## src/rtl/result_stream_tx_if.sv

```systemverilog
// AXI4-Stream bundle carrying extended result elements.
// master drives data/valid/last, slave returns ready.
interface result_stream_tx_if;
  logic [31:0] tdata;
  logic        tvalid;
  logic        tready;
  logic        tlast;

  modport master (
    output tdata,
    output tvalid,
    output tlast,
    input  tready
  );

  modport slave (
    input  tdata,
    input  tvalid,
    input  tlast,
    output tready
  );
endinterface

```

## src/rtl/result_stream_tx.sv

```systemverilog
// Snapshots a core result matrix and streams it out
// element by element over AXI4-Stream, one frame per capture.
module result_stream_tx #(
  parameter int SIZE       = 8,
  parameter int DATA_WIDTH = 4,
  parameter bit SIGNED     = 1
) (
  input  logic                aclk,
  input  logic                aresetn,
  input  logic [SIZE*SIZE*3*DATA_WIDTH-1:0] result_matrix,
  input  logic                result_capture,
  result_stream_tx_if.master  m_axis,
  output logic                busy,
  output logic                frame_done,
  output logic [7:0]          drop_count
);
  localparam int RES_W = 3 * DATA_WIDTH;
  localparam int N     = SIZE * SIZE;
  localparam int IW    = $clog2(N) + 1;
  localparam int AW    = (N > 1) ? $clog2(N) : 1;

  typedef enum logic {
    IDLE,
    SEND
  } state_e;

  state_e                    state_q, state_d;
  logic [IW-1:0]             idx_q, idx_d;
  logic                      done_q, done_d;
  logic [7:0]                drop_q, drop_d;
  logic [N-1:0][RES_W-1:0]   shadow_q;
  logic                      load;
  logic                      fire;
  logic                      last;
  logic [RES_W-1:0]          elem;

  assign last = (state_q == SEND) &&
                (idx_q == IW'(N - 1));
  assign fire = m_axis.tvalid && m_axis.tready;
  assign elem = shadow_q[idx_q[AW-1:0]];

  assign m_axis.tvalid = (state_q == SEND);
  assign m_axis.tlast  = last;
  assign busy          = (state_q == SEND);
  assign frame_done    = done_q;
  assign drop_count    = drop_q;

  // Outputs come only from the shadow copy, never the live matrix.
  always_comb begin
    m_axis.tdata = '0;
    if (state_q == SEND) begin
      if (SIGNED) m_axis.tdata = 32'($signed(elem));
      else        m_axis.tdata = 32'(elem);
    end
  end

  always_comb begin
    state_d = state_q;
    idx_d   = idx_q;
    done_d  = 1'b0;
    drop_d  = drop_q;
    load    = 1'b0;
    unique case (1'b1)
      state_q == IDLE: begin
        if (result_capture) begin
          load    = 1'b1;
          idx_d   = '0;
          state_d = SEND;
        end
      end
      state_q == SEND: begin
        if (result_capture && drop_q != 8'hFF)
          drop_d = drop_q + 8'd1;
        if (fire) begin
          if (last) begin
            state_d = IDLE;
            idx_d   = '0;
            done_d  = 1'b1;
          end else begin
            idx_d = idx_q + IW'(1);
          end
        end
      end
      default: ;
    endcase
  end

  always_ff @(posedge aclk) begin
    if (!aresetn) begin
      state_q <= IDLE;
      idx_q   <= '0;
      done_q  <= 1'b0;
      drop_q  <= '0;
    end else begin
      state_q <= state_d;
      idx_q   <= idx_d;
      done_q  <= done_d;
      drop_q  <= drop_d;
    end
  end

  always_ff @(posedge aclk) begin
    if (load) shadow_q <= result_matrix;
  end
endmodule

```

## src/flat_wrapper.sv

```systemverilog
// flat-port wrapper written by rule: the top's interface ports become plain ports
module result_stream_tx_flat 
#(
  parameter int SIZE       = 8,
  parameter int DATA_WIDTH = 4,
  parameter bit SIGNED     = 1
)
  (aclk, aresetn, result_matrix, result_capture, busy, frame_done, drop_count, m_axis_tdata, m_axis_tvalid, m_axis_tlast, m_axis_tready);
  result_stream_tx_if m_axis_i ();
  input  logic aclk;
  input  logic aresetn;
  input  logic [SIZE*SIZE*3*DATA_WIDTH-1:0] result_matrix;
  input  logic result_capture;
  output logic busy;
  output logic frame_done;
  output logic [7:0] drop_count;
  output wire logic [$bits(m_axis_i.tdata)-1:0] m_axis_tdata;
  output wire logic [$bits(m_axis_i.tvalid)-1:0] m_axis_tvalid;
  output wire logic [$bits(m_axis_i.tlast)-1:0] m_axis_tlast;
  input wire logic [$bits(m_axis_i.tready)-1:0] m_axis_tready;
  assign m_axis_tdata = m_axis_i.tdata;
  assign m_axis_tvalid = m_axis_i.tvalid;
  assign m_axis_tlast = m_axis_i.tlast;
  assign m_axis_i.tready = m_axis_tready;
  result_stream_tx #(.SIZE(SIZE), .DATA_WIDTH(DATA_WIDTH), .SIGNED(SIGNED)) u_core (.aclk(aclk), .aresetn(aresetn), .result_matrix(result_matrix), .result_capture(result_capture), .m_axis(m_axis_i), .busy(busy), .frame_done(frame_done), .drop_count(drop_count));
endmodule
```

## config.mk

```make
export PLATFORM = sky130hd
export DESIGN_NAME = result_stream_tx_flat
export DESIGN_NICKNAME = d
export VERILOG_FILES = /design/src/rtl/result_stream_tx_if.sv /design/src/rtl/result_stream_tx.sv /design/src/flat_wrapper.sv
export SDC_FILE = /design/constraint.sdc
export NUM_CORES = 1
export LEC_CHECK = 0
export CORE_AREA = 8 8 310 312
export CTS_CLUSTER_DIAMETER = 60
export DETAILED_ROUTE_END_ITERATION = 7
export DIE_AREA = 0 0 318 320
export PLACE_DENSITY = 0.56
export SLEW_MARGIN = 20
export SYNTH_ARGS = -nofsm -noshare
export SYNTH_HDL_FRONTEND = slang
export SYNTH_SLANG_ARGS = --single-unit
```

## constraint.sdc

```tcl
create_clock -name aclk -period 47.2 [get_ports aclk]
set_clock_uncertainty 0.1 [all_clocks]
set_input_delay 11.8 -clock aclk [delete_from_list [all_inputs] [get_ports aclk]]
set_output_delay 11.8 -clock aclk [all_outputs]
set_load 0.05 [all_outputs]
```

==> reports/qor.csv, run 1 <==
metric;value;unit
Most used DFF post-synth;edfxtp_1;
pwr/cell area;38.2;nW/um^2
post-route cell area;42300;sq um
grt total ovfl;0;
Die ar.;102000;sq um
post-synth top area cell;edfxtp_1;
final period utilization;36.8;%
Area after DPL;39500;sq um
Slew Viols, Final;0;
worst slew pin tran;1.08;ns
Max VDD drop;0.0243;mV
RePlAce Congestion;0.830;
TritonCTS Buffers;88;
deepest clock path buffer count;3;
share of layout cells above drive strength 1;14.5;%
global-route wire length before repair;141000;microns
ranking of synthesized cells by instance count;768 x edfxtp_1, 169 x mux4_2, 57 x mux2i_1;
H-tree depth;3;
CTS resizes;0;
Die X-Extent;318;microns
Final Worst Setup Slack;29.84;ns
Final nets;2932;
FP Rows;111;
GR Util All Layers;19.6;%
Critical Path End Type;output port;
hold buffers post-CTS;0;
top-count cell post-synth;edfxtp_1;
Startpoint Class;flop;
initial antenna violation count;53;
synth top area cells;edfxtp_1 76%, mux4_2 13%, mux4_1 2.1%;
Met3 Wirelength;8340;microns
synthesized area;30400;sq um
via count;16900;
DRC;0;
area of the multi-input gates;6260;sq um
Crit Path Max Fanout;52;
Met2 Wirelength;53200;microns
Crit Path Class;reg -> out;
vias in the first global route;19000;
Top Layer Used;met5;
Async SR Flop Fraction;0;%
Fill cells;7643;
Worst-Skew Late Latency;0.63;ns
RSZ-0062 raised after global routing;no;
Gate Count Post-Synth;1323;
#FFs+latches synth;785;
Max-slew headroom;27.8;%
worst slack at placement;30.33;ns
drt via density;4.90;
Reg2Reg Setup Slack;42.67;ns
hpwl dp;78300;microns
syn_area_per_cell;22.9;sq um
DR iter-0 viols;1434;
final worst path period need;17.36;ns
M1 wire length;38600;microns
Reg-to-Reg End;u_core.shadow_q[393];
Post-synth EDFFs;768;
RR Startpoint;u_core.busy;
worst setup path start;u_core.idx_q[1];
root buffer cell;clkbuf_16;
drt total wl;103000;microns
Netlist cell types;52;
status;finished, final reports clean;
P_leak;0.0136;uW
largest net degree at the start of global routing;188;
post-synthesis sequential area ratio;77.1;%
reg2reg path depth;6;
Clock transition at path regs;0.06;ns
core area;91000;sq um
DIE HEIGHT;320;microns
worst min path class;reg -> reg;
initial core utilization;33.4;%
final-report hold violation count;0;
I/O Buffers;815;
Yosys warnings;0;
Area Overhead vs Synth;39.4;%
post-synthesis net count;2097;
post-synth top area share;76.0;%
setup violators final;0;
final core occ;46.5;%
WP data arrival;5.46;ns
register area;23400;sq um
crit path to;m_axis_tdata[10];
CTS Sinks;785;
setup TNS;0;ns
wire per inst;29.9;microns
io pins;816;
MaxCap Viol Count;0;
post-route ant nets;0;
DRT Pass-1 Iters;5;
CTS tree;built;
fmax;57.6;MHz
Required @ worst endpoint;35.30;ns
Post-CTS Setup Inserts;0;
==> flip-flops by register name, summed over array words and instances, names as in the netlist <==
name and count:
u_core.frame_done 1, u_core.shadow_q 768, u_core.idx_q 7, u_core.drop_count 8
u_core.busy 1
==> report_power, final <==
group / total, uW / internal [uW] / switching (uW) / leakage, uW
logic: 140 / 81.6 / 58.0 / 0.00483
clock network: 644 / 372 / 272 / 0.00132
registers: 831 / 818 / 13.5 / 0.00749
total: 1620 / 1270 / 344 / 0.0136
==> critical path, stage by stage (launching register included) <==
cell,delay (ns)
dfxtp_4,0.83
buf_4,0.76
buf_4,0.64
mux4_2,0.35
mux2i_1,0.09
a21oi_1,0.58
o211ai_1,0.25
o21ai_1,0.27
clkdlybuf4s50_1,0.88
==> logic make-up (layout without fill, tap and decap cells) <==
kind of cell,count (synthesis),in the layout,synth area share [%]
xor gates and xnor gates,10,10,0.289
other,0,37,0
buffers and inverters,95,998,2.32
adders and majority gates,2,2,0.0824
AOI/OAI and AO/OA,90,90,2.11
muxes,252,252,16.6
and+or+nand+nor,89,89,1.53
DFF,785,785,77.1
==> stage by stage <==
stage / instances / power (uW) / hold WS, ns
final: 3449 / 1620 / 0.412
after global routing: 3436 / 1670 / 0.430
after CTS: 3412 / 1640 / 0.409
after detailed placement: 3254 / 988 / 0.400
after global placement: 3254 / 985 / 0.395
after floorplan: 1323 / 924 / 0.374
==> metal layers <==
| metal | vias to the layer above | GRT usage, % |
|---|---|---|
| met5 | - | 0 |
| met4 | 32 | 7.17 |
| met3 | 155 | 6.61 |
| met2 | 740 | 34.0 |
| met1 | 8631 | 22.5 |
| li1 | 7358 | - |
==> worst min-delay path by stage <==
stage | start | endpoint | cells after the start
after floorplan | u_core.idx_q[6] | u_core.idx_q[6] | 1
final | u_core.idx_q[6] | u_core.idx_q[6] | 1
after detailed placement | u_core.idx_q[6] | u_core.idx_q[6] | 1
after global routing | u_core.idx_q[6] | u_core.idx_q[6] | 1
after global placement | u_core.idx_q[6] | u_core.idx_q[6] | 1
after CTS | u_core.idx_q[6] | u_core.idx_q[6] | 1
==> cells in the final DEF (no fill, tap or decap), types with 3 or more instances in the layout <==
| cell type | n |
|---|---|
| and2b_2 | 3 |
| buf_4 | 20 |
| clkinv_2 | 11 |
| clkbuf_16 | 90 |
| a22o_1 | 6 |
| nor4_1 | 7 |
| a31o_1 | 6 |
| and3_1 | 4 |
| a21oi_1 | 6 |
| xnor2_1 | 4 |
| o22ai_1 | 26 |
| clkdlybuf4s50_1 | 815 |
| a22oi_1 | 12 |
| and2_1 | 3 |
| o2111ai_1 | 5 |
| o21ai_0 | 9 |
| nand2b_1 | 8 |
| a211oi_1 | 3 |
| edfxtp_1 | 768 |
| or2_2 | 4 |
| mux4_2 | 169 |
| a221oi_1 | 5 |
| diode_2 | 37 |
| mux2i_1 | 57 |
| inv_6 | 3 |
| mux4_1 | 24 |
| clkbuf_1 | 22 |
| nand4_1 | 5 |
| nor2_1 | 23 |
| nand3_1 | 8 |
| dfxtp_1 | 13 |
| xor2_1 | 6 |
| dfxtp_4 | 3 |
| bufinv_16 | 4 |
| nand2_1 | 15 |
| a211o_1 | 4 |
| clkinv_1 | 22 |
==> area by class of cell <==
class	count	area share, %
Tap cell	1186	3.51
Sequential cell	785	55.3
Timing Repair Buffer	837	19.7
Inverter	3	0.0444
Antenna cell	37	0.219
Clock inverter	46	0.864
Multi-Input combinational cell	443	14.8
Clock buffer	112	5.52
No activity file was read; power rests on OpenSTA's default activity.
==> run 2: changes to the inputs <==
--- a/config.mk
+++ b/config.mk
@@ -5,11 +5,11 @@
 export SDC_FILE = /design/constraint.sdc
 export NUM_CORES = 1
 export LEC_CHECK = 0
-export CORE_AREA = 8 8 310 312
+export CORE_AREA = 8 8 314 316
 export CTS_CLUSTER_DIAMETER = 60
 export DETAILED_ROUTE_END_ITERATION = 7
-export DIE_AREA = 0 0 318 320
-export PLACE_DENSITY = 0.56
+export DIE_AREA = 0 0 322 324
+export PLACE_DENSITY = 0.57
 export SLEW_MARGIN = 20
 export SYNTH_ARGS = -nofsm -noshare
 export SYNTH_HDL_FRONTEND = slang
==> constraint.sdc (replaced) <==
create_clock -name aclk -period 15.5 [get_ports aclk]
set_clock_uncertainty 0.1 [all_clocks]
set_input_delay 3.875 -clock aclk [delete_from_list [all_inputs] [get_ports aclk]]
set_output_delay 3.875 -clock aclk [all_outputs]
set_load 0.05 [all_outputs]
==> run 2 against run 1 <==
Effect of this change: total power grew to 3.1 times the previous value; flip-flop and latch count is the same; setup slack worse by 24 ns; global-route usage shrank 1.1 points; non-clock buffer count shrank 1; clock-buffer cell count unchanged; combinational power rose to 3.0 times the previous value; critical path type unchanged; largest cell class unchanged; hold slack lost 0.0092 ns.
==> reports/qor.csv, run 2 (synthesis results as in run 1) <==
metric;value;unit;change
area of the multi-input gates;6270;sq um;+0.12%
Startpoint Class;flop;;
commonest cells after routing, fill and taps aside;815 x clkdlybuf4s50_1, 768 x edfxtp_1, 169 x mux4_2, 92 x clkbuf_16, 57 x mux2i_1;;
register area;23400;sq um;unchanged
setup violators final;0;;unchanged
pwr/cell area;117;nW/um^2;+210%
worst setup path start;u_core.idx_q[1];;
DRT Pass-1 Iters;6;;+1
non-filler cells, final;3515;;+1.9%
status;finished, final reports clean;;
io pins;816;;unchanged
hpwl dp;75500;microns;-3.6%
Critical Path End Type;output port;;
FP Rows;113;;+1.8%
max FFs per register;768;;unchanged
Die ar.;104000;sq um;+2.5%
Area Overhead vs Synth;40.1;%;
RePlAce Congestion;0.821;;-1.0%
DR iter-0 viols;1279;;-11%
Power Total;4970;uW;+210%
P_leak;0.0137;uW;+0.37%
worst min path class;reg -> reg;;
global-route wire length before repair;136000;microns;-3.4%
TritonCTS Buffers;90;;+2.3%
core area;93900;sq um;+3.2%
vias in the first global route;18800;;-1.0%
DIE HEIGHT;324;microns;+1.3%
fmax;107;MHz;
DRC;0;;unchanged
Max VDD drop;0.0824;mV;+240%
commonest non-fill, non-tap cell in the layout;clkdlybuf4s50_1;;
root buffer cell;clkbuf_16;;
Crit Path Class;reg -> out;;
I/O Buffers;815;;unchanged
initial core utilization;32.3;%;-1.0 points
placed insts;3332;;+2.4%
share of layout cells above drive strength 1;15.0;%;+0.54 points
via count;16800;;-0.80%
GR Util All Layers;18.5;%;-1.1 points
initial antenna violation count;45;;-15%
drt total wl;100000;microns;-2.7%
MaxCap Viol Count;0;;unchanged
final period utilization;60.5;%;
drt via density;4.77;;-2.7%
CTS resizes;0;;unchanged
Fill cells;8084;;+5.8%
hold buffers post-CTS;0;;unchanged
H-tree depth;3;;unchanged
post-route ant nets;0;;unchanged
Worst-Skew Late Latency;0.64;ns;about the same
CTS Sinks;785;;unchanged
Max-slew headroom;25.6;%;-2.2 points
RSZ-0062 raised after global routing;no;;
wire per inst;28.5;microns;-4.5%
Clock transition at path regs;0.05;ns;about the same
Required @ worst endpoint;11.52;ns;-23.78 ns
Most flops, register;u_core.shadow_q;;
setup TNS;0;ns;unchanged
Final nets;2933;;+0.034%
final worst path period need;9.37;ns;
deepest clock path buffer count;3;;unchanged
Slew Viols, Final;0;;unchanged
CTS tree;built;;
largest net degree at the start of global routing;189;;+0.53%
WP data arrival;5.40;ns;-0.06 ns
final-report hold violation count;0;;unchanged
Crit Path Max Fanout;49;;-5.8%
RR Startpoint;u_core.busy;;
Post-CTS Setup Inserts;0;;unchanged
worst slew pin tran;1.11;ns;+0.0277 ns
grt total ovfl;0;;unchanged
min-delay src;u_core.idx_q[6];;
Die X-Extent;322;microns;+1.3%
==> run 2: worst paths after layout <==
check                              end  cells past startpoint  slack, ns
setup reg to reg  u_core.shadow_q[580]                      5      11.41
hold / removal         u_core.idx_q[6]                      1       0.40
setup / recovery      m_axis_tdata[29]                      7       6.13
hold reg to reg        u_core.idx_q[6]                      1       0.40
==> run 2: area by class of cell <==
class                   instances  share of cell area (%)
inverters                       3                  0.0353
multi-input cells             443                    14.7
well taps                    1265                    3.72
clock inverters                47                    1.00
flip-flops and latches        785                    55.1
diodes                         24                   0.141
repair buffers                836                    19.7
clock buffers                 112                    5.59
==> run 2: per-stage QoR <==
step                      hold WS (ns)  util [%]  setup slack, ns  area (sq um)
after global placement           0.393      42.2             6.69         39600
after floorplan                  0.374         -           -0.541         30400
after global routing             0.424      45.3             5.77         42500
after detailed placement         0.394      42.2             6.60         39600
after CTS                        0.403      45.2             5.86         42400
final                            0.403      45.3             6.13         42500
==> run 2: critical path, cell delays in order (launching register included) <==
cell             delay [ns]
dfxtp_4                0.81
buf_4                  0.66
buf_4                  0.76
mux4_2                 0.42
mux4_2                 0.49
nand2b_1               0.25
a31o_1                 0.51
clkdlybuf4s50_1        0.83
==> run 2: where the power goes <==
group	total (uW)	switching, uW	internal (uW)
clock	2020	846	1170
combinational	422	172	249
sequential	2530	41.6	2490
total	4970	1060	3910
==> run 2: per-layer routing <==
layer / part of all wire, % / track usage, % / wire length, microns / up-vias
met5: 0.22 / 0 / 218 / -
met3: 8.8 / 6.68 / 8840 / 157
li1: - / - / - / 7333
met2: 52 / 32.3 / 52200 / 709
met1: 37 / 21.2 / 36900 / 8547
met4: 2.2 / 5.79 / 2180 / 34
